$ cat config.mk
export PLATFORM = sky130hd
export DESIGN_NAME = mem_stage
export DESIGN_NICKNAME = d
export VERILOG_FILES = /design/src/rtl/mem_stage.sv
export SDC_FILE = /design/constraint.sdc
export NUM_CORES = 1
export LEC_CHECK = 0
export BUFFER_PORTS_ARGS = -buffer_cell sky130_fd_sc_hd__clkbuf_2
export CORE_ASPECT_RATIO = 2
export CORE_MARGIN = 3
export CORE_UTILIZATION = 30
export DETAILED_ROUTE_END_ITERATION = 10
export PLACE_DENSITY_LB_ADDON = 0.08
export SYNTH_ARGS = -nofsm -noshare
export SYNTH_HDL_FRONTEND = slang
export SYNTH_SLANG_ARGS = --single-unit
$ cat constraint.sdc
create_clock -name clk -period 4.2 [get_ports clk]
set_input_delay 0.63 -clock clk [delete_from_list [all_inputs] [get_ports clk]]
set_output_delay 0.63 -clock clk [all_outputs]
set_load 0.03 [all_outputs]
$ cat src/rtl/mem_stage.sv
// mem_stage: MIPS-style data-memory pipeline stage.
// It drives a ready/request data-memory port and aligns bytes and halfwords onto
// little-endian lanes. Loads are sign- or zero-extended. A slow memory stalls the
// upstream pipeline. An access is aborted after TIMEOUT_CYCLES wait cycles.
// Misaligned accesses become bubbles and pulse mem_fault.
module mem_stage #(
  parameter int unsigned TIMEOUT_CYCLES = 255
) (
  input  logic        clk,
  input  logic        rst,
  input  logic [31:0] EX_MEM_alu_result,
  input  logic [31:0] EX_MEM_B_value,
  input  logic [4:0]  EX_MEM_dst_reg,
  input  logic [5:0]  EX_MEM_opcode,
  input  logic        EX_MEM_mem_read,
  input  logic        EX_MEM_mem_write,
  input  logic        EX_MEM_wb_reg_write,
  input  logic        EX_MEM_wb_mem_to_reg,
  output logic        dmem_req,
  output logic        dmem_we,
  output logic [3:0]  dmem_be,
  output logic [31:0] dmem_addr,
  output logic [31:0] dmem_wdata,
  input  logic        dmem_ready,
  input  logic [31:0] dmem_rdata,
  output logic        mem_stall,
  output logic        mem_fault,
  output logic [31:0] mem_fwd_val,
  output logic [31:0] wb_fwd_val,
  output logic [31:0] MEM_WB_alu_result,
  output logic [31:0] MEM_WB_mem_data,
  output logic [4:0]  MEM_WB_dst_reg,
  output logic        MEM_WB_wb_reg_write,
  output logic        MEM_WB_wb_mem_to_reg
);

  typedef enum logic {S_IDLE, S_WAIT} state_t;
  typedef enum logic [1:0] {SZ_BYTE, SZ_HALF, SZ_WORD} size_t;

  // Value of the wait counter in the last WAIT cycle before an abort.
  localparam logic [7:0] LAST_WAIT = 8'(TIMEOUT_CYCLES - 1);

  state_t      state_q, state_d;
  logic [7:0]  wait_cnt_q, wait_cnt_d;
  size_t       size;
  logic        ld_signed, access, is_write, misaligned;
  logic        req_c, stall_c, fault_c, complete_c;
  logic [3:0]  store_be;
  logic [31:0] store_wdata, load_data;
  logic [7:0]  lane_byte;
  logic [15:0] lane_half;
  logic [31:0] alu_d, data_d;
  logic [4:0]  dst_d;
  logic        reg_write_d, mem_to_reg_d;

  // A read-and-write request is treated as a read.
  assign access   = EX_MEM_mem_read | EX_MEM_mem_write;
  assign is_write = EX_MEM_mem_write & ~EX_MEM_mem_read;

  // Decode the access size and signedness from the opcode. Unknown opcodes are word accesses.
  always_comb begin
    // NOTE: every combinational output gets a default first, so no path leaves it unassigned and no latch is inferred.
    size      = SZ_WORD;
    ld_signed = 1'b0;
    case (EX_MEM_opcode)
      6'h20:        begin size = SZ_BYTE; ld_signed = 1'b1; end
      6'h21:        begin size = SZ_HALF; ld_signed = 1'b1; end
      6'h24, 6'h28: size = SZ_BYTE;
      6'h25, 6'h29: size = SZ_HALF;
      default:      size = SZ_WORD;
    endcase
  end

  assign misaligned = access &
                      (((size == SZ_HALF) && EX_MEM_alu_result[0]) ||
                       ((size == SZ_WORD) && (EX_MEM_alu_result[1:0] != 2'b00)));

  // Place store data on its byte lanes. Loads always read the whole word.
  always_comb begin
    store_be    = 4'b1111;
    store_wdata = EX_MEM_B_value;
    if (is_write) begin
      case (size)
        SZ_BYTE: begin
          store_be    = 4'b0001 << EX_MEM_alu_result[1:0];
          store_wdata = {4{EX_MEM_B_value[7:0]}};
        end
        SZ_HALF: begin
          store_be    = EX_MEM_alu_result[1] ? 4'b1100 : 4'b0011;
          store_wdata = {2{EX_MEM_B_value[15:0]}};
        end
        default: begin
          store_be    = 4'b1111;
          store_wdata = EX_MEM_B_value;
        end
      endcase
    end
  end

  // Select the addressed lane of the read word and extend it to 32 bits.
  always_comb begin
    lane_byte = dmem_rdata[{EX_MEM_alu_result[1:0], 3'b000} +: 8];
    lane_half = EX_MEM_alu_result[1] ? dmem_rdata[31:16] : dmem_rdata[15:0];
    case (size)
      SZ_BYTE: load_data = {{24{ld_signed & lane_byte[7]}}, lane_byte};
      SZ_HALF: load_data = {{16{ld_signed & lane_half[15]}}, lane_half};
      default: load_data = dmem_rdata;
    endcase
  end

  // Next-state logic and handshake outputs for the IDLE/WAIT access FSM.
  always_comb begin
    state_d    = state_q;
    wait_cnt_d = wait_cnt_q;
    req_c      = 1'b0;
    stall_c    = 1'b0;
    fault_c    = 1'b0;
    complete_c = 1'b0;
    case (state_q)
      S_IDLE: begin
        if (misaligned) begin
          fault_c = 1'b1;
        end else if (access) begin
          req_c = 1'b1;
          if (dmem_ready) begin
            complete_c = 1'b1;
          end else begin
            stall_c = 1'b1;
            state_d = S_WAIT;
          end
        end
      end
      S_WAIT: begin
        if (dmem_ready) begin
          // If ready and the timeout fall in the same cycle, the access completes normally.
          req_c      = 1'b1;
          complete_c = 1'b1;
          wait_cnt_d = '0;
          state_d    = S_IDLE;
        end else if (wait_cnt_q == LAST_WAIT) begin
          fault_c    = 1'b1;
          wait_cnt_d = '0;
          state_d    = S_IDLE;
        end else begin
          req_c      = 1'b1;
          stall_c    = 1'b1;
          wait_cnt_d = wait_cnt_q + 8'd1;
        end
      end
      default: state_d = S_IDLE;
    endcase
  end

  // NOTE: these outputs are combinational, so they are gated with rst. This drops them
  // the moment reset asserts, even while the EX_MEM inputs still request an access.
  assign dmem_req    = rst & req_c;
  assign mem_stall   = rst & stall_c;
  assign mem_fault   = rst & fault_c;
  assign dmem_we     = is_write;
  assign dmem_be     = store_be;
  assign dmem_addr   = {EX_MEM_alu_result[31:2], 2'b00};
  assign dmem_wdata  = store_wdata;
  assign mem_fwd_val = EX_MEM_alu_result;

  // Next value of MEM_WB. A stall inserts a bubble that keeps its data fields.
  // A fault inserts a bubble that loads its fields as usual.
  always_comb begin
    alu_d        = MEM_WB_alu_result;
    data_d       = MEM_WB_mem_data;
    dst_d        = MEM_WB_dst_reg;
    mem_to_reg_d = MEM_WB_wb_mem_to_reg;
    reg_write_d  = 1'b0;
    if (!stall_c) begin
      alu_d        = EX_MEM_alu_result;
      data_d       = (complete_c && EX_MEM_mem_read) ? load_data : 32'h0;
      dst_d        = EX_MEM_dst_reg;
      mem_to_reg_d = EX_MEM_wb_mem_to_reg;
      reg_write_d  = EX_MEM_wb_reg_write & ~fault_c;
    end
  end

  // FSM state and wait counter.
  always_ff @(posedge clk or negedge rst) begin
    if (!rst) begin
      state_q    <= S_IDLE;
      wait_cnt_q <= '0;
    end else begin
      // NOTE: sequential state uses non-blocking assignments, so every register samples pre-edge values.
      state_q    <= state_d;
      wait_cnt_q <= wait_cnt_d;
    end
  end

  // MEM_WB pipeline register. It clears on reset and loads on every clock.
  always_ff @(posedge clk or negedge rst) begin
    if (!rst) begin
      MEM_WB_alu_result    <= '0;
      MEM_WB_mem_data      <= '0;
      MEM_WB_dst_reg       <= '0;
      MEM_WB_wb_reg_write  <= 1'b0;
      MEM_WB_wb_mem_to_reg <= 1'b0;
    end else begin
      MEM_WB_alu_result    <= alu_d;
      MEM_WB_mem_data      <= data_d;
      MEM_WB_dst_reg       <= dst_d;
      MEM_WB_wb_reg_write  <= reg_write_d;
      MEM_WB_wb_mem_to_reg <= mem_to_reg_d;
    end
  end

  assign wb_fwd_val = MEM_WB_wb_mem_to_reg ? MEM_WB_mem_data : MEM_WB_alu_result;

endmodule

---- Word level (Yosys, flattened, before mapping) ----
Index checks and enable logic that the tools add are counted.
storage, ports and cells
  bits of input ports ..................... 114
  output and inout port bits .............. 207
  logic and storage cells ................. 72
  register bits after elaboration ......... 80
cells by class
  bitwise gates (word level) .............. 12
  reduce and logical (&&, ||, !) cells .... 9
  multiplexer cells ....................... 32
  add/sub/neg operators ................... 1
  eq/ne operators ......................... 9
  shifts and indexed selects .............. 2
operators by type and width
  kind                   number
  $pmux W32 S2           2
  $mux W32               3
  $eq A6 B6 Y1 const B   6
  $shiftx A32 B6 Y8      1
  $mux W1                16
  $mux W16               1
  $mux W8                2
  $add A8 B1 Y8 const B  1
  $and A1 B1 Y1          8
  $eq A8 B8 Y1 const B   1
  $mux W4                2
  $pmux W1 S2            4
  $pmux W4 S2            1
  $reduce_or A3 Y1       2
  $pmux W2 S2            1
  $shl A1 B2 Y4 const A  1
  $logic_and A1 B1 Y1    3
  $not A1 Y1             3
  $eq A2 B1 Y1 const B   1
  $eq A2 B2 Y1 const B   1
  $logic_not A2 Y1       1
  $reduce_bool A2 Y1     1
  $reduce_or A2 Y1       1
  $logic_or A1 B1 Y1     1
  $or A1 B1 Y1           1

---- Depth between registers and ports, before layout ----
  depth after elaboration ................. 12
  mapped depth ............................ 8
  mapped depth without buffers ............ 7

---- Least setup slack after synthesis ----
No wires, ideal clock.
  path kind ............................... input -> output
  start ................................... input EX_MEM_mem_write
  end ..................................... output dmem_be[0]
  path buffers ............................ 2
  required time ........................... 3.570 ns
  cell stages on the path ................. 5
  arrival time ............................ 2.326 ns
  setup slack ............................. 1.244 ns
  path through ............................ nor2b_1 and3_1 clkbuf_1 clkbuf_1 o21ai_0
on the way
  word-level cells in the longest chain between the ends .. 2
ends and longest elaborated chain
  item                line  text
  start: declaration  16    input logic EX_MEM_mem_write,
  $and A1 B1 Y1       58    assign is_write = EX_MEM_mem_write & ~EX_MEM_mem_read;
  $mux W4             82    if (is_write) begin
  end: declaration    21    output logic [3:0] dmem_be,
Every way passes these cells.

---- Worst setup path in the final report ----
  start ................................... input EX_MEM_opcode[1]
  end ..................................... output dmem_wdata[9]
on the way
  word-level cells in the longest chain between the ends .. 6
  elaborated cells on any way between the ends .. 13
  classes of those cells .................. eq/ne: 7; mux: 3; reduce/logical: 3
ends and longest elaborated chain
  item                                                     line  text
  start: declaration                                       14    input logic [5:0] EX_MEM_opcode,
  $eq A6 B6 Y1                                             65    case (EX_MEM_opcode)
  $reduce_or A3 Y1 (no line)                               --
  $pmux W2 S2 (*)                                          65
  $eq A2 B1 Y1 / $logic_not A2 Y1 (equally long branches)  83    case (size)
  $pmux W32 S2 (*)                                         83
  $mux W32 (*)                                             82
  end: declaration                                         23    output logic [31:0] dmem_wdata,
Mark *: on every way between the ends. The rest lies on a longest branch, timed or not.

==> flow_metrics.py <==
metrics = {
    "run_status": {
        "status": "complete, no violations",
    },
    "die": {
        "initial_core_util_pct": 30.8,
        "die_area_mm2": 0.0186,
        "placementRows": 66,
        "core_mm2": 0.0164,
        "die_x_um": 97.8,
        "ios": 321,
        "die-height_um": 190,
    },
    "cts": {
        "worstSkewPairLatency_ps": 330,
        "cts_hold_buf": 0,
        "cts_buffers": 9,
        "cts_sinks": 80,
        "post_cts_buffers": 0,
        "cts_buffer_depth": 2,
        "htreeDepth": 3,
        "root_buffer": "clkbuf_16",
        "cts_tree": "yes",
        "clkTransAtPathRegs_ps": 70,
        "cts_resized": 0,
    },
    "yosys": {
        "ys_types": 43,
        "yosysWarnings": 0,
        "syn_inst": 524,
        "syn_area_per_cell_um2": 9.65,
        "syn_area_mm2": 0.00506,
        "yosysSeqAreaShare_pct": 39.6,
        "ys_ff_latch": 80,
    },
    "layout": {
        "fin_nets": 875,
        "drive_above_1_share_pct": 55.8,
        "reg_top3": "MEM_WB_alu_result x32, MEM_WB_mem_data x32, wait_cnt_q x8",
        "utilization_pct": 40.1,
        "area_growth_syn_to_layout_pct": 30.3,
    },
    "sta": {
        "slew_violations": 0,
        "slew_headroom_pct": 13.1,
        "finalHoldViolCount": 0,
        "fmax_ghz": 0.322,
        "finalCriticalPeriod_ps": 3110,
        "fin_tns_setup_ps": 0,
        "setup-violations-final": 0,
        "period_share_pct": 74.0,
        "rsz0062_at_grt": "false",
        "clock_skew_ps": 6.88,
        "worst_pin_slew_ps": 1300,
    },
    "setup_path": {
        "cp_slowest_cell": "nor2_2",
        "worst-setup-path-type": "in2out",
        "cp_max_fo": 9,
        "required_ps": 3570,
        "end_kind": "primary output",
        "cp_cell_sequence": "clkbuf_2 > nor3b_4 > and2_1 > nand2_1 > nor2_2 > mux2_2 > clkbuf_2",
        "critPathMaxStageDelay_ps": 440,
        "r2r-start": "wait_cnt_q[0]$_DFFE_PN0P_",
        "worstPathArrival_ps": 2480,
        "path_common_cell": "clkbuf_2",
        "path_delay_family": "simple AND/OR/NAND/NOR gates",
        "cp-start-kind": "input pin",
        "crit_buf_inv": 2,
        "crit_path_start": "EX_MEM_opcode[1]",
    },
    "detailed_routing": {
        "antenna_left": 0,
        "dr.pass1.iters": 4,
        "via_per_inst": 4.84,
        "drc": 0,
        "drtIter0Drc": 118,
        "vias": 4688,
        "wl_per_cell_um": 18.4,
        "wirelength_um": 17800,
    },
    "global_routing": {
        "grt_start_max_net_pins": 72,
        "track_usage_pct": 18.5,
        "grt_pass1_vias": 4694,
        "antenna_found_initial": 1,
        "grt_overflow": 0,
        "grt_pass1_wl_um": 26900,
    },
    "hold_path": {
        "min_path_type": "in2async",
    },
    "place": {
        "gp_congestion": 0.908,
        "port_buffers": 318,
        "dp_hpwl_um": 14200,
    },
    "pwr": {
        "p_leak_nw": 3.45,
        "p_per_area_mw_per_mm2": 370,
        "power.total_mw": 2.44,
        "vdd_ir_drop_max_uv": 159,
    },
    "run": {
        "max_cap_viol_count": 0,
    },
}
==> report_power, final <==
group | switching [mW] | total, mW | internal [mW]
clock network | 0.338 | 0.803 | 0.465
registers | 0.0628 | 0.888 | 0.825
logic | 0.499 | 0.749 | 0.250
total | 0.900 | 2.44 | 1.54
==> cell usage after synthesis <==
library cell,n,area [um2]
dfrtp_1,80,2000
mux2_2,79,890
buf_4,75,563
nand2_1,63,236
nor2_1,36,135
o21ai_0,29,145
a21oi_1,21,105
clkbuf_1,21,78.8
a22o_1,17,149
nand3_1,16,80.1
mux2i_1,10,100
nor2b_1,9,56.3
o22ai_1,8,50.1
mux2_1,6,67.6
nor3_1,6,30.0
nand2b_1,5,31.3
buf_2,4,20.0
inv_1,4,15.0
a31oi_1,3,18.8
and3_1,3,18.8
o211ai_1,3,22.5
or2_2,3,18.8
ha_1,2,25.0
o21a_1,2,15.0
a2111oi_4,1,27.5
a211o_1,1,8.76
a21boi_0,1,7.51
a21o_1,1,7.51
a221oi_1,1,8.76
and2_0,1,6.26
and2_1,1,6.26
buf_1,1,3.75
conb_1,1,3.75
mux4_2,1,22.5
nand4_1,1,6.26
nand4b_1,1,8.76
nor2_2,1,6.26
nor3b_4,1,18.8
o21bai_1,1,7.51
o2bb2ai_1,1,8.76
o311ai_0,1,8.76
xnor2_1,1,8.76
xor2_1,1,8.76
==> final cells by class <==
class                   count  area (um2)
clock inverters             6        67.6
inverters                   4        15.0
repair buffers            324        1640
well taps                 204         255
clock buffers              10         229
diodes                      1        2.50
multi-input cells         340        2380
flip-flops and latches     80        2000
fillers                  1782        9840
==> through the flow <==
step / area, um2 / setup slack [ps] / hold slack [ps] / instances
4_1_cts: 6590 / 1090 / 270 / 968
3_5_place_dp: 6290 / 1060 / 484 / 952
3_3_place_gp: 6290 / 1140 / 474 / 952
2_1_floorplan: 5060 / 1240 / 334 / 525
5_1_grt: 6590 / 961 / 288 / 969
6_report: 6590 / 1090 / 248 / 969
==> logic make-up (layout without fill, tap and decap cells) <==
logic type / count (synthesis) / count (layout) / synth area share, %
buf+inv: 105 / 344 / 13.5
compound gates: 91 / 91 / 11.7
other cells: 1 / 3 / 0.0741
fa+ha+maj: 2 / 2 / 0.495
flops: 80 / 80 / 39.6
simple gates: 147 / 147 / 13.0
mux: 96 / 96 / 21.3
xor+xnor: 2 / 2 / 0.346
==> path summary, 6_finish.rpt <==
check | slack (ps) | depth (start not counted) | endpoint
setup / recovery | 1090 | 7 | dmem_wdata[9]
hold / removal | 250 | 1 | MEM_WB_wb_reg_write$_DFF_PN0_
setup reg to reg | 1400 | 7 | MEM_WB_alu_result[24]$_DFFE_PN0P_
hold reg to reg | 500 | 1 | MEM_WB_dst_reg[3]$_DFFE_PN0P_
max in group asynchronous | 2930 | 2 | MEM_WB_wb_mem_to_reg$_DFFE_PN0P_
min in group clk | 500 | 1 | MEM_WB_dst_reg[3]$_DFFE_PN0P_
==> placed cells by master, fill, tap and decap left out, drive strengths merged, types with 8 or more instances in the layout <==
| master | netlist | routed |
|---|---|---|
| clkbuf | 21 | 327 |
| a22o | 17 | 17 |
| nor2b | 9 | 9 |
| nand3 | 16 | 16 |
| mux2i | 10 | 10 |
| a21oi | 21 | 21 |
| mux2 | 85 | 85 |
| dfrtp | 80 | 80 |
| o22ai | 8 | 8 |
| nand2 | 63 | 63 |
| nor2 | 37 | 37 |
| o21ai | 29 | 29 |
==> per-layer routing <==
metal  global-route usage, %  part of all wire [%]
met1                    19.8                    35
met5                       0                     0
met2                    35.8                    57
met3                    3.08                   5.9
met4                    6.51                   2.1
No activity file was read; power rests on OpenSTA's default activity.
